### config.mk
export PLATFORM = sky130hd
export DESIGN_NAME = dp_split_sched_flat
export DESIGN_NICKNAME = d
export VERILOG_FILES = /design/src/rtl/dp_split_sched_if.sv /design/src/rtl/dp_split_sched.sv /design/src/flat_wrapper.sv
export SDC_FILE = /design/constraint.sdc
export NUM_CORES = 1
export LEC_CHECK = 0
export ABC_CLOCK_PERIOD_IN_PS = 2600
export BUFFER_PORTS_ARGS = -buffer_cell sky130_fd_sc_hd__buf_2
export CAP_MARGIN = 20
export CORE_MARGIN = 2
export CORE_UTILIZATION = 40
export CTS_BUF_LIST = sky130_fd_sc_hd__clkbuf_16
export DETAILED_ROUTE_END_ITERATION = 7
export GPL_TIMING_DRIVEN = 0
export RECOVER_POWER = 25
export SYNTH_ARGS = -nofsm -noshare
export SYNTH_HDL_FRONTEND = slang
export SYNTH_SLANG_ARGS = --single-unit
### constraint.sdc
create_clock -name clk -period 2.6 [get_ports clk]
set_input_delay 0.52 -clock clk [delete_from_list [all_inputs] [get_ports clk]]
set_output_delay 0.52 -clock clk [all_outputs]
set_load 0.02 [all_outputs]
### src/rtl/dp_split_sched_if.sv
// Handshake bundle between the DP split scheduler and its NTT cores / madd engine.
// master = scheduler side, slave = core/engine/requester side.
interface dp_split_sched_if #(
    parameter int NUM_POLY = 3,
    parameter int SPLIT_W  = 2
);
    logic                i_start;
    logic                i_mode;
    logic [SPLIT_W:0]    i_num_split;
    logic                o_busy;
    logic                o_done;
    logic                o_err;
    logic                o_ntt_start;
    logic [NUM_POLY-1:0] i_ntt_done;
    logic [NUM_POLY-1:0] o_ntt_done_mask;
    logic                o_madd_start;
    logic                i_madd_done;
    logic [SPLIT_W-1:0]  o_idx_split;

    modport master (
        input  i_start, i_mode, i_num_split, i_ntt_done, i_madd_done,
        output o_busy, o_done, o_err, o_ntt_start, o_ntt_done_mask,
               o_madd_start, o_idx_split
    );

    modport slave (
        output i_start, i_mode, i_num_split, i_ntt_done, i_madd_done,
        input  o_busy, o_done, o_err, o_ntt_start, o_ntt_done_mask,
               o_madd_start, o_idx_split
    );
endinterface

### src/rtl/dp_split_sched.sv
// Runs 1..NUM_SPLIT splits of NTT-then-madd (or madd only) per start; optional watchdog via DP_SPLIT_SCHED_WDOG_EN.
// Latency: one edge from start or final done rise to the next pulse; no backpressure, waits on done rising edges.
module dp_split_sched #(
    parameter int NUM_POLY  = 3,
    parameter int NUM_SPLIT = 4,
    parameter int SPLIT_W   = 2,
    parameter int WDOG_W    = 16
) (
    input  logic              clk,
    input  logic              rst,
    dp_split_sched_if.master  bus
);

    if ((1 << SPLIT_W) < NUM_SPLIT || WDOG_W < 2) begin : g_bad_param
        $error("dp_split_sched: SPLIT_W too narrow for NUM_SPLIT or WDOG_W < 2");
    end

    typedef enum logic [1:0] {
        ST_IDLE,
        ST_NTT_WAIT,
        ST_MADD_WAIT
    } state_t;

    localparam logic [SPLIT_W:0] MAX_N = (SPLIT_W+1)'(NUM_SPLIT);

    state_t              r_state, w_state_nxt;
    logic [SPLIT_W-1:0]  r_split, w_split_nxt;
    logic [SPLIT_W:0]    r_last, w_last_nxt, w_n_eff;
    logic                r_mode, w_mode_nxt;
    logic [NUM_POLY-1:0] r_mask, w_mask_nxt, w_mask_or;
    logic [NUM_POLY-1:0] r_ntt_prev, w_ntt_rise;
    logic                r_madd_prev, w_madd_rise;
    logic                r_busy, w_busy_nxt;
    logic                r_done, w_done_nxt;
    logic                r_err, w_err_nxt;
    logic                r_ntt_start, w_ntt_start_nxt;
    logic                r_madd_start, w_madd_start_nxt;

    assign w_ntt_rise  = bus.i_ntt_done & ~r_ntt_prev;
    assign w_madd_rise = bus.i_madd_done & ~r_madd_prev;
    assign w_mask_or   = r_mask | w_ntt_rise;

    // Zero or out-of-range split count means a full run.
    assign w_n_eff = (bus.i_num_split == '0 || bus.i_num_split > MAX_N) ? MAX_N : bus.i_num_split;

`ifdef DP_SPLIT_SCHED_WDOG_EN
    logic [WDOG_W-1:0] r_wdog, w_wdog_inc;
    logic              w_wdog_hit;

    assign w_wdog_inc = r_wdog + 1'b1;
    assign w_wdog_hit = (r_state != ST_IDLE) && (&w_wdog_inc);

    // Every state entry coincides with a start pulse or a return to IDLE.
    always_ff @(posedge clk) begin
        if (rst || r_state == ST_IDLE || w_ntt_start_nxt || w_madd_start_nxt) begin
            r_wdog <= '0;
        end else begin
            r_wdog <= w_wdog_inc;
        end
    end
`endif

    always_comb begin
        w_state_nxt      = r_state;
        w_split_nxt      = r_split;
        w_last_nxt       = r_last;
        w_mode_nxt       = r_mode;
        w_mask_nxt       = r_mask;
        w_busy_nxt       = r_busy;
        w_err_nxt        = r_err;
        w_done_nxt       = 1'b0;
        w_ntt_start_nxt  = 1'b0;
        w_madd_start_nxt = 1'b0;

        case (r_state)
            ST_IDLE: begin
                if (bus.i_start) begin
                    w_mode_nxt  = bus.i_mode;
                    w_last_nxt  = w_n_eff - 1'b1;
                    w_split_nxt = '0;
                    w_mask_nxt  = '0;
                    w_err_nxt   = 1'b0;
                    w_busy_nxt  = 1'b1;
                    if (bus.i_mode) begin
                        w_madd_start_nxt = 1'b1;
                        w_state_nxt      = ST_MADD_WAIT;
                    end else begin
                        w_ntt_start_nxt = 1'b1;
                        w_state_nxt     = ST_NTT_WAIT;
                    end
                end
            end
            ST_NTT_WAIT: begin
                w_mask_nxt = w_mask_or;
                if (&w_mask_or) begin
                    w_madd_start_nxt = 1'b1;
                    w_mask_nxt       = '0;
                    w_state_nxt      = ST_MADD_WAIT;
                end
            end
            ST_MADD_WAIT: begin
                if (w_madd_rise) begin
                    if ({1'b0, r_split} == r_last) begin
                        w_done_nxt  = 1'b1;
                        w_busy_nxt  = 1'b0;
                        w_state_nxt = ST_IDLE;
                    end else begin
                        w_split_nxt = r_split + 1'b1;
                        if (r_mode) begin
                            w_madd_start_nxt = 1'b1;
                        end else begin
                            w_ntt_start_nxt = 1'b1;
                            w_state_nxt     = ST_NTT_WAIT;
                        end
                    end
                end
            end
            default: w_state_nxt = ST_IDLE;
        endcase

`ifdef DP_SPLIT_SCHED_WDOG_EN
        // Progress on the expiring cycle wins over the timeout.
        if (w_wdog_hit && !w_ntt_start_nxt && !w_madd_start_nxt && !w_done_nxt) begin
            w_err_nxt   = 1'b1;
            w_done_nxt  = 1'b1;
            w_busy_nxt  = 1'b0;
            w_mask_nxt  = '0;
            w_state_nxt = ST_IDLE;
        end
`endif
    end

    always_ff @(posedge clk) begin
        if (rst) begin
            r_state      <= ST_IDLE;
            r_split      <= '0;
            r_last       <= '0;
            r_mode       <= 1'b0;
            r_mask       <= '0;
            r_ntt_prev   <= '0;
            r_madd_prev  <= 1'b0;
            r_busy       <= 1'b0;
            r_done       <= 1'b0;
            r_err        <= 1'b0;
            r_ntt_start  <= 1'b0;
            r_madd_start <= 1'b0;
        end else begin
            r_state      <= w_state_nxt;
            r_split      <= w_split_nxt;
            r_last       <= w_last_nxt;
            r_mode       <= w_mode_nxt;
            r_mask       <= w_mask_nxt;
            r_ntt_prev   <= bus.i_ntt_done;
            r_madd_prev  <= bus.i_madd_done;
            r_busy       <= w_busy_nxt;
            r_done       <= w_done_nxt;
            r_err        <= w_err_nxt;
            r_ntt_start  <= w_ntt_start_nxt;
            r_madd_start <= w_madd_start_nxt;
        end
    end

    assign bus.o_busy          = r_busy;
    assign bus.o_done          = r_done;
    assign bus.o_err           = r_err;
    assign bus.o_ntt_start     = r_ntt_start;
    assign bus.o_madd_start    = r_madd_start;
    assign bus.o_ntt_done_mask = r_mask;
    assign bus.o_idx_split     = r_split;

endmodule

### src/flat_wrapper.sv
// flat-port wrapper written by rule: the top's interface ports become plain ports
module dp_split_sched_flat 
#(
    parameter int NUM_POLY  = 3,
    parameter int NUM_SPLIT = 4,
    parameter int SPLIT_W   = 2,
    parameter int WDOG_W    = 16
)
  (clk, rst, bus_i_start, bus_i_mode, bus_i_num_split, bus_i_ntt_done, bus_i_madd_done, bus_o_busy, bus_o_done, bus_o_err, bus_o_ntt_start, bus_o_ntt_done_mask, bus_o_madd_start, bus_o_idx_split);
  dp_split_sched_if #(.NUM_POLY(NUM_POLY), .SPLIT_W(SPLIT_W)) bus_i ();
  input  logic clk;
  input  logic rst;
  input wire logic [$bits(bus_i.i_start)-1:0] bus_i_start;
  input wire logic [$bits(bus_i.i_mode)-1:0] bus_i_mode;
  input wire logic [$bits(bus_i.i_num_split)-1:0] bus_i_num_split;
  input wire logic [$bits(bus_i.i_ntt_done)-1:0] bus_i_ntt_done;
  input wire logic [$bits(bus_i.i_madd_done)-1:0] bus_i_madd_done;
  output wire logic [$bits(bus_i.o_busy)-1:0] bus_o_busy;
  output wire logic [$bits(bus_i.o_done)-1:0] bus_o_done;
  output wire logic [$bits(bus_i.o_err)-1:0] bus_o_err;
  output wire logic [$bits(bus_i.o_ntt_start)-1:0] bus_o_ntt_start;
  output wire logic [$bits(bus_i.o_ntt_done_mask)-1:0] bus_o_ntt_done_mask;
  output wire logic [$bits(bus_i.o_madd_start)-1:0] bus_o_madd_start;
  output wire logic [$bits(bus_i.o_idx_split)-1:0] bus_o_idx_split;
  assign bus_i.i_start = bus_i_start;
  assign bus_i.i_mode = bus_i_mode;
  assign bus_i.i_num_split = bus_i_num_split;
  assign bus_i.i_ntt_done = bus_i_ntt_done;
  assign bus_i.i_madd_done = bus_i_madd_done;
  assign bus_o_busy = bus_i.o_busy;
  assign bus_o_done = bus_i.o_done;
  assign bus_o_err = bus_i.o_err;
  assign bus_o_ntt_start = bus_i.o_ntt_start;
  assign bus_o_ntt_done_mask = bus_i.o_ntt_done_mask;
  assign bus_o_madd_start = bus_i.o_madd_start;
  assign bus_o_idx_split = bus_i.o_idx_split;
  dp_split_sched #(.NUM_POLY(NUM_POLY), .NUM_SPLIT(NUM_SPLIT), .SPLIT_W(SPLIT_W), .WDOG_W(WDOG_W)) u_core (.clk(clk), .rst(rst), .bus(bus_i));
endmodule
==> flow_summary.toml <==
[sta]
min_period_ns = 1.66
final-setup-viol-count = 0
final-hold-violation-count = 0
post-route-period-util_pct = 63.8
maxSlewViolCount = 0
tightest_slew_ns = 0.530
slew_headroom_pct = 64.7
rsz0062_at_grt = "false"
skew_ns = 0.00255
fmax_mhz = 602
finalSetupTns_ns = 0

[power]
ir_worst_vdd_mv = 0.318
p_per_area_nw_per_um2 = 679
power.total_w = 0.000793
p_leak_nw = 0.483

[drt]
wl_per_cell_microns = 12.2
firstDrtPassIters = 4
drt-total-wl_microns = 1960
via_per_inst = 5.18
vias = 829
drc = 0
first_iter_violations = 14
drtAntennaViolNets = 0

[cts]
cts_tree = "built"
clk_pin_slew_worst_paths_ns = 0.05
ctsResizeCount = 0
clock-root-buffer = "clkbuf_16"
cts_sinks = 19
cts.path.max_buffers = 2
htreeDepth = 1
ctsHoldBuffers = 0
clk_latency_ns = 0.25
numCtsBuffers = 3
post_cts_buffers = 0

[logic_synthesis]
synthFlopType = "dfxtp_1"
syn-cell-area_sq_um = 971
synth_area_leader_cell = "dfxtp_1"
syn_inst = 109
synthTopCellsByArea = "dfxtp_1 39%, a21oi_1 5.2%, nand2b_1 4.5%, nand2_1 4.3%, nor2b_1 3.9%"
synth_top_area_share_pct = 39.2
ys_ff_latch = 19
avgSynthCellArea_sq_um = 8.91
synth_edf_count = 0
synth_cell_type_count = 42
synth_nets = 122
yosys_warnings = 0
async_flop_share_pct = 0
synth.yosys.seq_area_share_pct = 39.2

[finish]
final_common_cell = "dfxtp_1"
postLayoutCellArea_sq_um = 1170
final_nets = 146
area_delta_synth_final_pct = 20.4
fin_util_pct = 51.8
drive_gt1_share_pct = 22.7
final_cell_mix = "19 x dfxtp_1, 17 x buf_2, 11 x nand2_1"
n_antenna_cell = 0

[worst_hold_path]
worst_hold_path_type = "reg -> reg"
holdPathEnd = "u_core.r_mode"
hp-start = "u_core.r_mode"
hold_depth = 2

[grt]
antenna_found_initial = 0
grt_usage_pct = 15.7
grt_max_degree = 11
overflow = 0
grt_pass1_vias = 736
grt_pass1_wl_microns = 3240

[critical_path]
path_class = "in -> reg"
reg2reg_depth = 4
critPathArrivalTime_ns = 1.84
critPathRequiredTime_ns = 2.78
timing.rr.start = "u_core.r_ntt_prev[0]"
start_kind = "primary input"
r2r_end = "u_core.r_state[1]"
worstPathMaxFanout = 2
endpoint_kind = "flip-flop"
rrSetupSlack_ns = 0.99

[place]
dp_hpwl_microns = 1430
placed_area_sq_um = 1100
gp_congestion = 0.818
io_buffers = 19

[run_status]
status = "finished, final reports clean"

[die]
initial_utilization_pct = 43.1
dieArea_sq_um = 2840
io_pins = 21
rows = 17
die_h_microns = 53.3
die_w_microns = 53.3
core_area_sq_um = 2250

[flow_run]
maxCapViolations = 0
[layout make-up]
cell class | instances | area, sq um
Tap cell | 28 | 35.0
Buffer | 5 | 35.0
Multi-Input combinational cell | 79 | 526
Sequential cell | 19 | 380
Clock buffer | 3 | 75.1
Clock inverter | 1 | 3.75
Fill cell | 245 | 1090
Timing Repair Buffer | 19 | 91.3
Inverter | 6 | 22.5
[synthesized netlist by cell type, types with 2 or more instances]
master and n:
a21oi_1 10, a31oi_1 2, buf_4 2, dfxtp_1 19, ha_1 2, inv_1 6
nand2_1 11, nand2b_1 7, nand3_1 2, nor2_1 3, nor2b_1 6, nor3_1 3
o21ai_0 3, o31ai_1 2, o32ai_1 2, or2_2 2, or3_1 2
[cell families (layout without fill, tap and decap cells)]
group,Yosys count,count (layout),share of synthesized area (%)
adder cells (fa/ha/maj),2,2,2.58
multiplexers,1,1,1.16
buffers and inverters,11,34,5.93
flip-flops,19,19,39.2
AND/OR/NAND/NOR,43,43,26.3
AO/OA/AOI/OAI,29,29,21.0
other,1,1,0.386
XOR/XNOR,3,3,3.48
[critical path, stage by stage]
cell	delay, ns
buf_2	0.10
or2_2	0.28
ha_1	0.26
nand2b_1	0.16
ha_1	0.19
xnor2_1	0.12
nand2_1	0.06
a21oi_1	0.13
[report_power, final]
group          switching, W  internal [W]  leakage, nW
Clock              0.000107      0.000204       0.0423
Sequential        0.0000125      0.000313        0.156
Combinational     0.0000909     0.0000652        0.285
Total              0.000210      0.000583        0.483
[layer usage]
layer	vias up	global-route usage (%)	wire length [microns]
li1	431	-	-
met2	25	22.4	899
met5	-	0	0
met1	369	22.5	954
met4	0	6.41	19
met3	4	3.39	84
[worst max-delay path by stage]
stage                          from           endpoint  slack (ns)  depth (start not counted)
2_1_floorplan    bus_i_num_split[1]   u_core.r_last[2]        0.84                          7
3_3_place_gp     bus_i_num_split[1]   u_core.r_last[2]        0.70                          8
3_5_place_dp     bus_i_num_split[1]   u_core.r_last[2]        0.66                          8
4_1_cts          bus_i_num_split[1]   u_core.r_last[2]        0.93                          8
5_1_grt        u_core.r_ntt_prev[0]  u_core.r_state[1]        0.81                          4
6_report         bus_i_num_split[1]   u_core.r_last[2]        0.94                          8
[registers in the layout, indices dropped and copies added, names as in the netlist]
signal and flops:
u_core.bus.o_ntt_done_mask 3, u_core.r_last 3, u_core.r_ntt_prev 3, u_core.bus.o_idx_split 2, u_core.r_state 2, u_core.bus.o_busy 1, u_core.bus.o_done 1, u_core.bus.o_madd_start 1
u_core.bus.o_ntt_start 1, u_core.r_madd_prev 1, u_core.r_mode 1
[through the flow]
| step | instances | hold slack [ns] | worst slack, ns |
|---|---|---|---|
| floorplan | 109 | 0.432 | 0.845 |
| global placement | 156 | 0.447 | 0.702 |
| detailed placement | 156 | 0.447 | 0.664 |
| CTS | 160 | 0.455 | 0.925 |
| global route | 160 | 0.486 | 0.812 |
| finish | 160 | 0.459 | 0.940 |
Power figures use the tool's default switching activity.
